==> config.mk <==
export PLATFORM = sky130hd
export DESIGN_NAME = serial_add_sequencer_flat
export DESIGN_NICKNAME = d
export VERILOG_FILES = /design/src/rtl/serial_add_sequencer_if.sv /design/src/rtl/serial_add_sequencer.sv /design/src/flat_wrapper.sv
export SDC_FILE = /design/constraint.sdc
export NUM_CORES = 1
export LEC_CHECK = 0
export ABC_AREA = 1
export BUFFER_PORTS_ARGS = -buffer_cell sky130_fd_sc_hd__buf_2
export CAP_MARGIN = 20
export CORE_MARGIN = 2
export CORE_UTILIZATION = 31
export DETAILED_ROUTE_END_ITERATION = 8
export PLACE_DENSITY = 0.56
export SLEW_MARGIN = 15
export SYNTH_ARGS = -nofsm -noshare
export SYNTH_HDL_FRONTEND = slang
export SYNTH_SLANG_ARGS = --single-unit
==> constraint.sdc <==
create_clock -name clk -period 3 [get_ports clk]
set_input_delay 0.6 -clock clk [delete_from_list [all_inputs] [get_ports clk]]
set_output_delay 0.6 -clock clk [all_outputs]
set_load 0.02 [all_outputs]
==> src/rtl/serial_add_sequencer_if.sv <==
// Bundle of the request/result handshake and the bit-level link to the
// external 1-bit full-adder cell. The sequencer takes the slave view. The
// master view is everything around it: the requester plus the adder cell.
interface serial_add_sequencer_if #(
  parameter int WIDTH = 8
);
  logic             start;
  logic [WIDTH-1:0] a_in;
  logic [WIDTH-1:0] b_in;
  logic             cin_in;
  logic             add_a;
  logic             add_b;
  logic             add_cin;
  logic             add_sumout;
  logic             add_cout;
  logic             busy;
  logic             done;
  logic [WIDTH-1:0] sum_out;
  logic             cout_out;

  modport master (
    output start, a_in, b_in, cin_in, add_sumout, add_cout,
    input  add_a, add_b, add_cin, busy, done, sum_out, cout_out
  );

  modport slave (
    input  start, a_in, b_in, cin_in, add_sumout, add_cout,
    output add_a, add_b, add_cin, busy, done, sum_out, cout_out
  );
endinterface

==> src/rtl/serial_add_sequencer.sv <==
// Bit-serial adder sequencer. It feeds two operands LSB-first through an
// external 1-bit full-adder cell, recirculates the cell's carry, and
// assembles the WIDTH-bit sum plus the final carry. One addition takes
// WIDTH+2 cycles: accept, WIDTH bit steps, then one DONE cycle.
module serial_add_sequencer #(
  parameter int WIDTH = 8,
  parameter int CNT_W = 6
) (
  input logic                  clk,
  input logic                  rst,
  serial_add_sequencer_if.slave bus
);

  typedef enum logic [1:0] {
    S_IDLE = 2'd0,
    S_RUN  = 2'd1,
    S_DONE = 2'd2
  } state_t;

  localparam logic [CNT_W-1:0] LP_CNT_LAST = CNT_W'(WIDTH - 1);

  state_t           r_state;
  state_t           w_state_nxt;
  logic [WIDTH-1:0] r_a_sh;
  logic [WIDTH-1:0] r_b_sh;
  logic [WIDTH-1:0] r_sum_sh;
  logic [WIDTH-1:0] r_sum_out;
  logic             r_carry;
  logic             r_cout_out;
  logic [CNT_W-1:0] r_cnt;

  logic             w_load;
  logic             w_step;
  logic             w_last;
  logic             w_add_a;
  logic             w_add_b;
  logic             w_add_cin;
  logic             w_busy;
  logic             w_done;
  logic [WIDTH-1:0] w_sum_nxt;

  // The cell's sum bit enters at the MSB. After WIDTH steps the first
  // (LSB) sum bit has reached bit 0.
  assign w_sum_nxt = {bus.add_sumout, r_sum_sh[WIDTH-1:1]};

  // Next-state and output decode. Adder inputs are driven only in RUN.
  always_comb begin
    w_state_nxt = r_state;
    w_load      = 1'b0;
    w_step      = 1'b0;
    w_last      = 1'b0;
    w_add_a     = 1'b0;
    w_add_b     = 1'b0;
    w_add_cin   = 1'b0;
    w_busy      = 1'b0;
    w_done      = 1'b0;
    case (r_state)
      S_IDLE: begin
        if (bus.start) begin
          w_load      = 1'b1;
          w_state_nxt = S_RUN;
        end
      end
      S_RUN: begin
        w_add_a   = r_a_sh[0];
        w_add_b   = r_b_sh[0];
        w_add_cin = r_carry;
        w_busy    = 1'b1;
        w_step    = 1'b1;
        if (r_cnt == LP_CNT_LAST) begin
          w_last      = 1'b1;
          w_state_nxt = S_DONE;
        end
      end
      S_DONE: begin
        w_busy      = 1'b1;
        w_done      = 1'b1;
        w_state_nxt = S_IDLE;
      end
      default: begin
        w_state_nxt = S_IDLE;
      end
    endcase
  end

  // State register. Reset overrides everything, including a RUN in progress.
  always_ff @(posedge clk) begin
    if (rst) begin
      r_state <= S_IDLE;
    end else begin
      r_state <= w_state_nxt;
    end
  end

  // Operand/sum shifting and result capture. The cell outputs are sampled
  // only on RUN edges, so they may be X at any other time.
  always_ff @(posedge clk) begin
    if (rst) begin
      r_a_sh     <= '0;
      r_b_sh     <= '0;
      r_sum_sh   <= '0;
      r_carry    <= 1'b0;
      r_cnt      <= '0;
      r_sum_out  <= '0;
      r_cout_out <= 1'b0;
    end else if (w_load) begin
      r_a_sh   <= bus.a_in;
      r_b_sh   <= bus.b_in;
      r_carry  <= bus.cin_in;
      r_sum_sh <= '0;
      r_cnt    <= '0;
    end else if (w_step) begin
      r_a_sh   <= {1'b0, r_a_sh[WIDTH-1:1]};
      r_b_sh   <= {1'b0, r_b_sh[WIDTH-1:1]};
      r_sum_sh <= w_sum_nxt;
      r_carry  <= bus.add_cout;
      r_cnt    <= r_cnt + 1'b1;
      if (w_last) begin
        r_sum_out  <= w_sum_nxt;
        r_cout_out <= bus.add_cout;
      end
    end
  end

  assign bus.add_a    = w_add_a;
  assign bus.add_b    = w_add_b;
  assign bus.add_cin  = w_add_cin;
  assign bus.busy     = w_busy;
  assign bus.done     = w_done;
  assign bus.sum_out  = r_sum_out;
  assign bus.cout_out = r_cout_out;

endmodule

==> src/flat_wrapper.sv <==
// flat-port wrapper written by rule: the top's interface ports become plain ports
module serial_add_sequencer_flat 
#(
  parameter int WIDTH = 8,
  parameter int CNT_W = 6
)
  (clk, rst, bus_start, bus_a_in, bus_b_in, bus_cin_in, bus_add_sumout, bus_add_cout, bus_add_a, bus_add_b, bus_add_cin, bus_busy, bus_done, bus_sum_out, bus_cout_out);
  serial_add_sequencer_if #(.WIDTH(WIDTH)) bus_i ();
  input logic clk;
  input logic rst;
  input wire logic [$bits(bus_i.start)-1:0] bus_start;
  input wire logic [$bits(bus_i.a_in)-1:0] bus_a_in;
  input wire logic [$bits(bus_i.b_in)-1:0] bus_b_in;
  input wire logic [$bits(bus_i.cin_in)-1:0] bus_cin_in;
  input wire logic [$bits(bus_i.add_sumout)-1:0] bus_add_sumout;
  input wire logic [$bits(bus_i.add_cout)-1:0] bus_add_cout;
  output wire logic [$bits(bus_i.add_a)-1:0] bus_add_a;
  output wire logic [$bits(bus_i.add_b)-1:0] bus_add_b;
  output wire logic [$bits(bus_i.add_cin)-1:0] bus_add_cin;
  output wire logic [$bits(bus_i.busy)-1:0] bus_busy;
  output wire logic [$bits(bus_i.done)-1:0] bus_done;
  output wire logic [$bits(bus_i.sum_out)-1:0] bus_sum_out;
  output wire logic [$bits(bus_i.cout_out)-1:0] bus_cout_out;
  assign bus_i.start = bus_start;
  assign bus_i.a_in = bus_a_in;
  assign bus_i.b_in = bus_b_in;
  assign bus_i.cin_in = bus_cin_in;
  assign bus_i.add_sumout = bus_add_sumout;
  assign bus_i.add_cout = bus_add_cout;
  assign bus_add_a = bus_i.add_a;
  assign bus_add_b = bus_i.add_b;
  assign bus_add_cin = bus_i.add_cin;
  assign bus_busy = bus_i.busy;
  assign bus_done = bus_i.done;
  assign bus_sum_out = bus_i.sum_out;
  assign bus_cout_out = bus_i.cout_out;
  serial_add_sequencer #(.WIDTH(WIDTH), .CNT_W(CNT_W)) u_core (.clk(clk), .rst(rst), .bus(bus_i));
endmodule
Yosys cells after proc, flatten, opt, wreduce, memory -nomap -nowiden:

Index checks and enable logic that the tools add are counted.

* register bits: 42
* output and inout bits: 14
* word-level logic and storage cells: 40

* $add $sub $neg: 1
* eq/ne operators: 5
* mux-type cells: 19
* bitwise operators: 1
* reduce and logical (&&, ||, !) cells: 6

Operators with widths (count)
* $mux 8: 4
* $mux 1: 12
* $add 6x1->6 const B: 1
* $eq 6x3->1 const B: 1
* $mux 2: 2
* $pmux 2 s2: 1
* $reduce_or 2->1: 2
* $reduce_and 3->1: 1
* $eq 2x1->1 const B: 1
* $eq 2x2->1 const B: 1
* $logic_not 2->1: 1
* $ne 2x1->1 const B: 1
* $ne 2x2->1 const B: 1
* $reduce_and 2->1: 1
* $reduce_bool 2->1: 1
* $not 1->1: 1

Longest topological paths before layout:

Gate-level depths: netlist of run 1.

* depth after elaboration: 4
* mapped depth: 11

Least setup slack after synthesis of run 1:

Ideal clock, no wire load.

* path kind: register to output
* start point: register u_core.r_state[1]
* end point: output bus_add_a
* arrival time: 1.080 ns
* setup slack: 1.320 ns
* cell stages (with the launch flop): 7
* buffers on the path: 2
* path through: dfxtp_1 > inv_1 > ha_1 > buf_6 > buf_2 > nand2_1 > inv_1

* longest elaborated chain between the ends: 2

Ends and longest elaborated chain
* start: declaration: RTL line serial_add_sequencer.sv:22 `state_t r_state;`
* start signal: assignment: RTL line serial_add_sequencer.sv:91 `r_state <= w_state_nxt;`
* $eq 2x1->1: RTL line serial_add_sequencer.sv:57 `case (r_state)`
* $mux 1: RTL line serial_add_sequencer.sv:57
* end: declaration: RTL line flat_wrapper.sv:17 `output wire logic [$bits(bus_i.add_a)-1:0] bus_add_a;`

Every way passes these cells.

Worst setup path after layout of run 1:

Same ends and word-level chain as after synthesis.

==> results of run 1 <==
layout make-up:
type	count	area, um^2
Fill cell	637	3722
Multi-Input combinational cell	172	852.1
Sequential cell	41	820.8
Timing Repair Buffer	37	190.2
Inverter	36	155.1
Tap cell	75	93.84
Clock buffer	5	68.82
Clock inverter	3	17.52
registers in the layout, indices dropped and copies added, names as in the netlist:
signal and count:
u_core.r_b_sh 8, u_core.bus.cout_out 1, u_core.r_cnt 6, u_core.bus.sum_out 8, u_core.r_carry 1, u_core.r_sum_sh 7, u_core.r_state 2, u_core.r_a_sh 8
critical path, stage by stage, from the launching register on:
cell and delay (ns):
dfxtp_1 0.32, inv_1 0.12, ha_1 0.17, buf_4 0.27, nand2_1 0.10, inv_1 0.05, buf_2 0.15
cells by family (layout without fill, tap and decap cells):
| kind of cell | count (synthesis) | in the layout |
|---|---|---|
| AO/OA/AOI/OAI | 30 | 30 |
| adder cells (fa/ha/maj) | 5 | 5 |
| flip-flops | 41 | 41 |
| AND/OR/NAND/NOR | 136 | 136 |
| buffers and inverters | 44 | 81 |
| XOR/XNOR | 1 | 1 |
through the flow:
stage | power (mW) | utilization (%) | cell area (um^2) | hold WS, ns
detailed placement | 0.8015 | 35.67 | 2112 | 0.4533
global route | 1.206 | 37.13 | 2198 | 0.4850
floorplan | 0.7652 | - | 1896 | 0.4330
finish | 1.134 | 37.13 | 2198 | 0.4589
global placement | 0.8013 | 35.67 | 2112 | 0.4466
CTS | 1.158 | 37.13 | 2198 | 0.4639
worst max path at each step:
stage,start,endpoint,slack (ns),cells past startpoint
6_report,u_core.r_state[1],bus_add_a,0.93,6
3_3_place_gp,u_core.r_state[1],bus_add_cin,1.29,6
2_1_floorplan,u_core.r_state[1],bus_add_a,1.32,6
3_5_place_dp,u_core.r_state[1],bus_add_cin,1.24,6
4_1_cts,u_core.r_state[1],bus_add_a,0.91,6
5_1_grt,u_core.r_state[1],bus_add_a,0.83,6
power by group through the flow:
stage	Sequential (mW)	Combinational, mW	Clock (mW)
after floorplan	0.593	0.173	0
after global placement	0.596	0.206	0
after detailed placement	0.596	0.206	0
after CTS	0.583	0.206	0.368
after global routing	0.586	0.232	0.389
final	0.583	0.202	0.349
per-layer routing:
layer	GRT usage [%]	wire, um	up-vias	part of all wire [%]
met4	4.000	53	0	1.4
met1	15.43	1778	702	48
li1	-	-	866	-
met3	3.696	265	5	7.2
met2	20.40	1604	38	43
met5	0	0	-	0
layout by cell type, fill, tap and decap left out, drive strengths merged:
master and instances:
a21oi 13, buf 37, clkbuf 5, clkinv 4, clkinvlp 1, dfxtp 41
ha 5, inv 34, nand2 91, nand3 13, nor2 28, nor3 2
nor3b 2, o211ai 8, o21ai 9, xor2 1
==> impl_metrics.ini, run 1 <==
[power]
pwr-share-comb_pct = 17.8
power_density_mw_per_mm2 = 515.9
leakage_nw = 1.083
p_clk_share_pct = 30.8
seqPwrFrac_pct = 51.4
p_sw_uw = 336.2
swShare_pct = 29.64
vdd_drop_max_mv = 0.3059
internal_power_uw = 798.1

[yosys]
yosys_warnings = 0
ys_types = 26
yosys.area_share.simple_pct = 31.42
synth-xor-area-share_pct = 0.4620
synth_mux_area_share_pct = 0
synth_most_common_cell = nand2_1
synth_compound_area_share_pct = 9.769
synth-adder-area-share_pct = 3.300
synthFlopType = dfxtp_1
netlist.area_leader.share_pct = 43.30
synthCells = 257
syn-cell-area_mm2 = 0.001896
synthArstFlopShare_pct = 0
syn-num-nets = 284
synth_top_area_cell = dfxtp_1
synth_top_family_by_area = simple AND/OR/NAND/NOR gates
synth.cells.most_frequent = nand2_1, dfxtp_1, inv_1
synth-seq-cells = 41
synth_enable_flop_cells = 0
avgSynthCellArea_um2 = 7.376
synthTopCellsByArea = dfxtp_1, nand2_1, inv_1, nor2_1, a21oi_1
yosysSeqAreaShare_pct = 43.30

[floorplanning]
die_h_um = 82.20
pin_count = 36
rows = 28
core_mm2 = 0.005921
dieWidth_um = 82.20
start_util_pct = 32.02
dieArea_mm2 = 0.006756

[sta]
fmax_mhz = 483.2
hold_viol_final = 0
finClkSkew_ns = 0.005628
fin_ws_ns = 0.9303
rsz0062_at_grt = false
setup-violations-final = 0
layout_min_cycle_time_ns = 2.070
final.period_utilization_pct = 68.99
drv_slew = 0
max_slew_margin_pct = 74.06
worst_pin_slew_ns = 0.3881
tns_ns = 0

[grt]
grt_pass1_vias = 1524
grt_pass1_wl_mm = 6.575
overflow = 0
gr-usage-all-layers_pct = 12.38
antenna_found_initial = 0
grt_max_degree = 19

[routing]
drtIter0Drc = 92
ant_nets = 0
vias_per_cell = 4.366
drcViolationCount = 0
dr.pass1.iters = 4
vias = 1611
wirelength_mm = 3.702
detail_route.wl_per_cell_um = 10.03

[worst_setup_path]
critPathMaxFanout = 18
critPathKind = flip-flop to output port
start_kind = flip-flop
crit-reg2reg-launch = u_core.r_state[1]
r2r_setup_slack_ns = 1.37
cp_data_required_time_ns = 2.40
reg2regPathDepth = 8
rr_endpoint = u_core.bus.sum_out[7]
cp.arrival_ns = 1.47
cp-end-kind = output port

[cts]
postCtsHoldBufs = 0
cts.clk_slew.worst_paths_ns = 0.08
h-tree-depth = 2
cts_buffer_depth = 2
root_buffer = clkbuf_8
cts_resized = 0
numCtsBuffers = 5
cts_tree = done
insertion_delay_ns = 0.29
clock-sinks = 41
cts_setup_buffers = 0

[cells_and_area]
antenna_cells = 0
syn2layout_area_growth_pct = 15.97
fin_cells = 369
layout-drive-gt1-share_pct = 22.45
layout.nets = 320

[placement]
post-place-ws_ns = 1.242
place.gp.congestion = 0.7215
dp_hpwl_mm = 2.696
portBuffers = 35
dp_cells = 361

[hold_path]
hold_depth = 2
hold-path-endpoint = u_core.r_b_sh[7]
holdCritStartpoint = u_core.r_b_sh[7]
worstHoldPathType = flip-flop to flip-flop

[status]
outcome = complete, no violations

[run]
cap_violations = 0
No activity file was read; power rests on OpenSTA's default activity.
==> run 2: changes to the inputs <==
clock period = 2 ns   (was 3 ns; I/O delays follow)
==> run 2 against run 1 <==
Final area increased by 0.17%. Combinational power grew 49%. Routed wire length decreased by 2.0%. Sequential power is 50% higher. Sequential share of layout area decreased by 0.064 points. Global-route usage up 0.074 points. Cell count shrank 0.27%. Via count is 0.19% higher. Clock skew fell by 0.00088 ns. Setup slack got worse by 0.75 ns. Register-to-register slack got worse by 0.93 ns. Clock-buffer cell count is 1 higher.
==> impl_metrics.ini, run 2 (synthesized netlist as in run 1, its figures left out) <==
[status]
outcome = complete, no violations

[cts]
root_buffer = clkbuf_8
cts.clk_slew.worst_paths_ns = 0.08
insertion_delay_ns = 0.28
cts_buffer_depth = 2
h-tree-depth = 2
cts_resized = 0
postCtsHoldBufs = 0
cts_tree = done
clock-sinks = 41
cts_setup_buffers = 0
numCtsBuffers = 5

[sta]
max_slew_margin_pct = 72.77
tns_ns = 0
worst_pin_slew_ns = 0.4075
layout_min_cycle_time_ns = 1.824
fmax_mhz = 548.3
fin_ws_ns = 0.1760
final.period_utilization_pct = 91.20
worst_hold_slack_ns = 0.3211
finClkSkew_ns = 0.004753
setup-violations-final = 0
drv_slew = 0
rsz0062_at_grt = false
hold_viol_final = 0

[worst_setup_path]
critPathKind = flip-flop to output port
cp_data_required_time_ns = 1.60
cp.arrival_ns = 1.42
critPathMaxFanout = 18
start_kind = flip-flop
cp-end-kind = output port

[floorplanning]
start_util_pct = 32.02
dieArea_mm2 = 0.006756
core_mm2 = 0.005921
die_h_um = 82.20
dieWidth_um = 82.20
pin_count = 36
rows = 28

[power]
leakage_nw = 1.082
vdd_drop_max_mv = 0.2840
power_density_mw_per_mm2 = 783.3

[routing]
vias = 1614
vias_per_cell = 4.386
ant_nets = 0
dr.pass1.iters = 4
drcViolationCount = 0
drtIter0Drc = 57
wirelength_mm = 3.629
detail_route.wl_per_cell_um = 9.861

[cells_and_area]
antenna_cells = 0
final_common_cell = nand2_1
most-common-layout-cells = nand2_1, dfxtp_1, buf_2, inv_1, nor2_1
stdcell_area_mm2 = 0.002202
syn2layout_area_growth_pct = 16.17
layout.nets = 320
finalCoreUtilization_pct = 37.19
layout-drive-gt1-share_pct = 22.18

[grt]
gr-usage-all-layers_pct = 12.45
grt_pass1_vias = 1516
overflow = 0
antenna_found_initial = 0
grt_max_degree = 28
grt_pass1_wl_mm = 6.527

[placement]
place.gp.congestion = 0.7410
dpl_cell_area_mm2 = 0.002112
dp_hpwl_mm = 2.698
portBuffers = 35
post-place-ws_ns = 0.4147

[run]
cap_violations = 0

[hold_path]
worstHoldPathType = primary input to flip-flop
run 2: cell types whose count changed in the layout (fill, tap and decap cells not counted):
cell      previous run  this run
clkinv_2             2         0
clkbuf_8             5         6
run 2: path summary, 6_finish.rpt:
check / slack (ns) / to / cells after the start / from
min: 0.32 / u_core.r_a_sh[7] / 2 / rst
max reg2reg: 0.44 / u_core.bus.sum_out[0] / 8 / u_core.r_state[1]
max: 0.18 / bus_add_b / 6 / u_core.r_state[1]
min reg2reg: 0.46 / u_core.r_sum_sh[1] / 2 / u_core.r_sum_sh[1]
run 2: layer usage:
layer | vias to the layer above | GRT usage (%) | part of all wire (%)
met5 | - | 0 | 0
met4 | 0 | 3.667 | 0.44
met3 | 2 | 3.696 | 5.8
met2 | 38 | 20.00 | 46
met1 | 706 | 16.12 | 48
li1 | 868 | - | -
run 2: area by class of cell:
class                      count  area, um^2
fill                         652        3719
multi-input combinational    172       852.1
sequential                    41       820.8
timing repair buffer          37       190.2
inverter                      36       155.1
tap                           75       93.84
clock buffer                   6       82.58
clock inverter                 1       7.507
run 2: critical path, cell delays in order (launching register included):
cell and delay (ns):
dfxtp_1 0.31, inv_1 0.11, ha_1 0.15, buf_4 0.26, nand2_1 0.09, inv_1 0.06, buf_2 0.15
run 2: per-stage QoR:
| step | power (mW) | std cells |
|---|---|---|
| 3_3_place_gp | 1.200 | 361 |
| 4_1_cts | 1.753 | 368 |
| 2_1_floorplan | 1.148 | 257 |
| 6_report | 1.725 | 368 |
| 5_1_grt | 1.838 | 368 |
| 3_5_place_dp | 1.201 | 361 |
run 2: power by group:
part | total, mW | internal [mW] | switching (mW) | leakage [nW]
Combinational | 0.300 | 0.102 | 0.198 | 0.705
Clock | 0.550 | 0.273 | 0.277 | 0.0433
Sequential | 0.875 | 0.854 | 0.0206 | 0.333
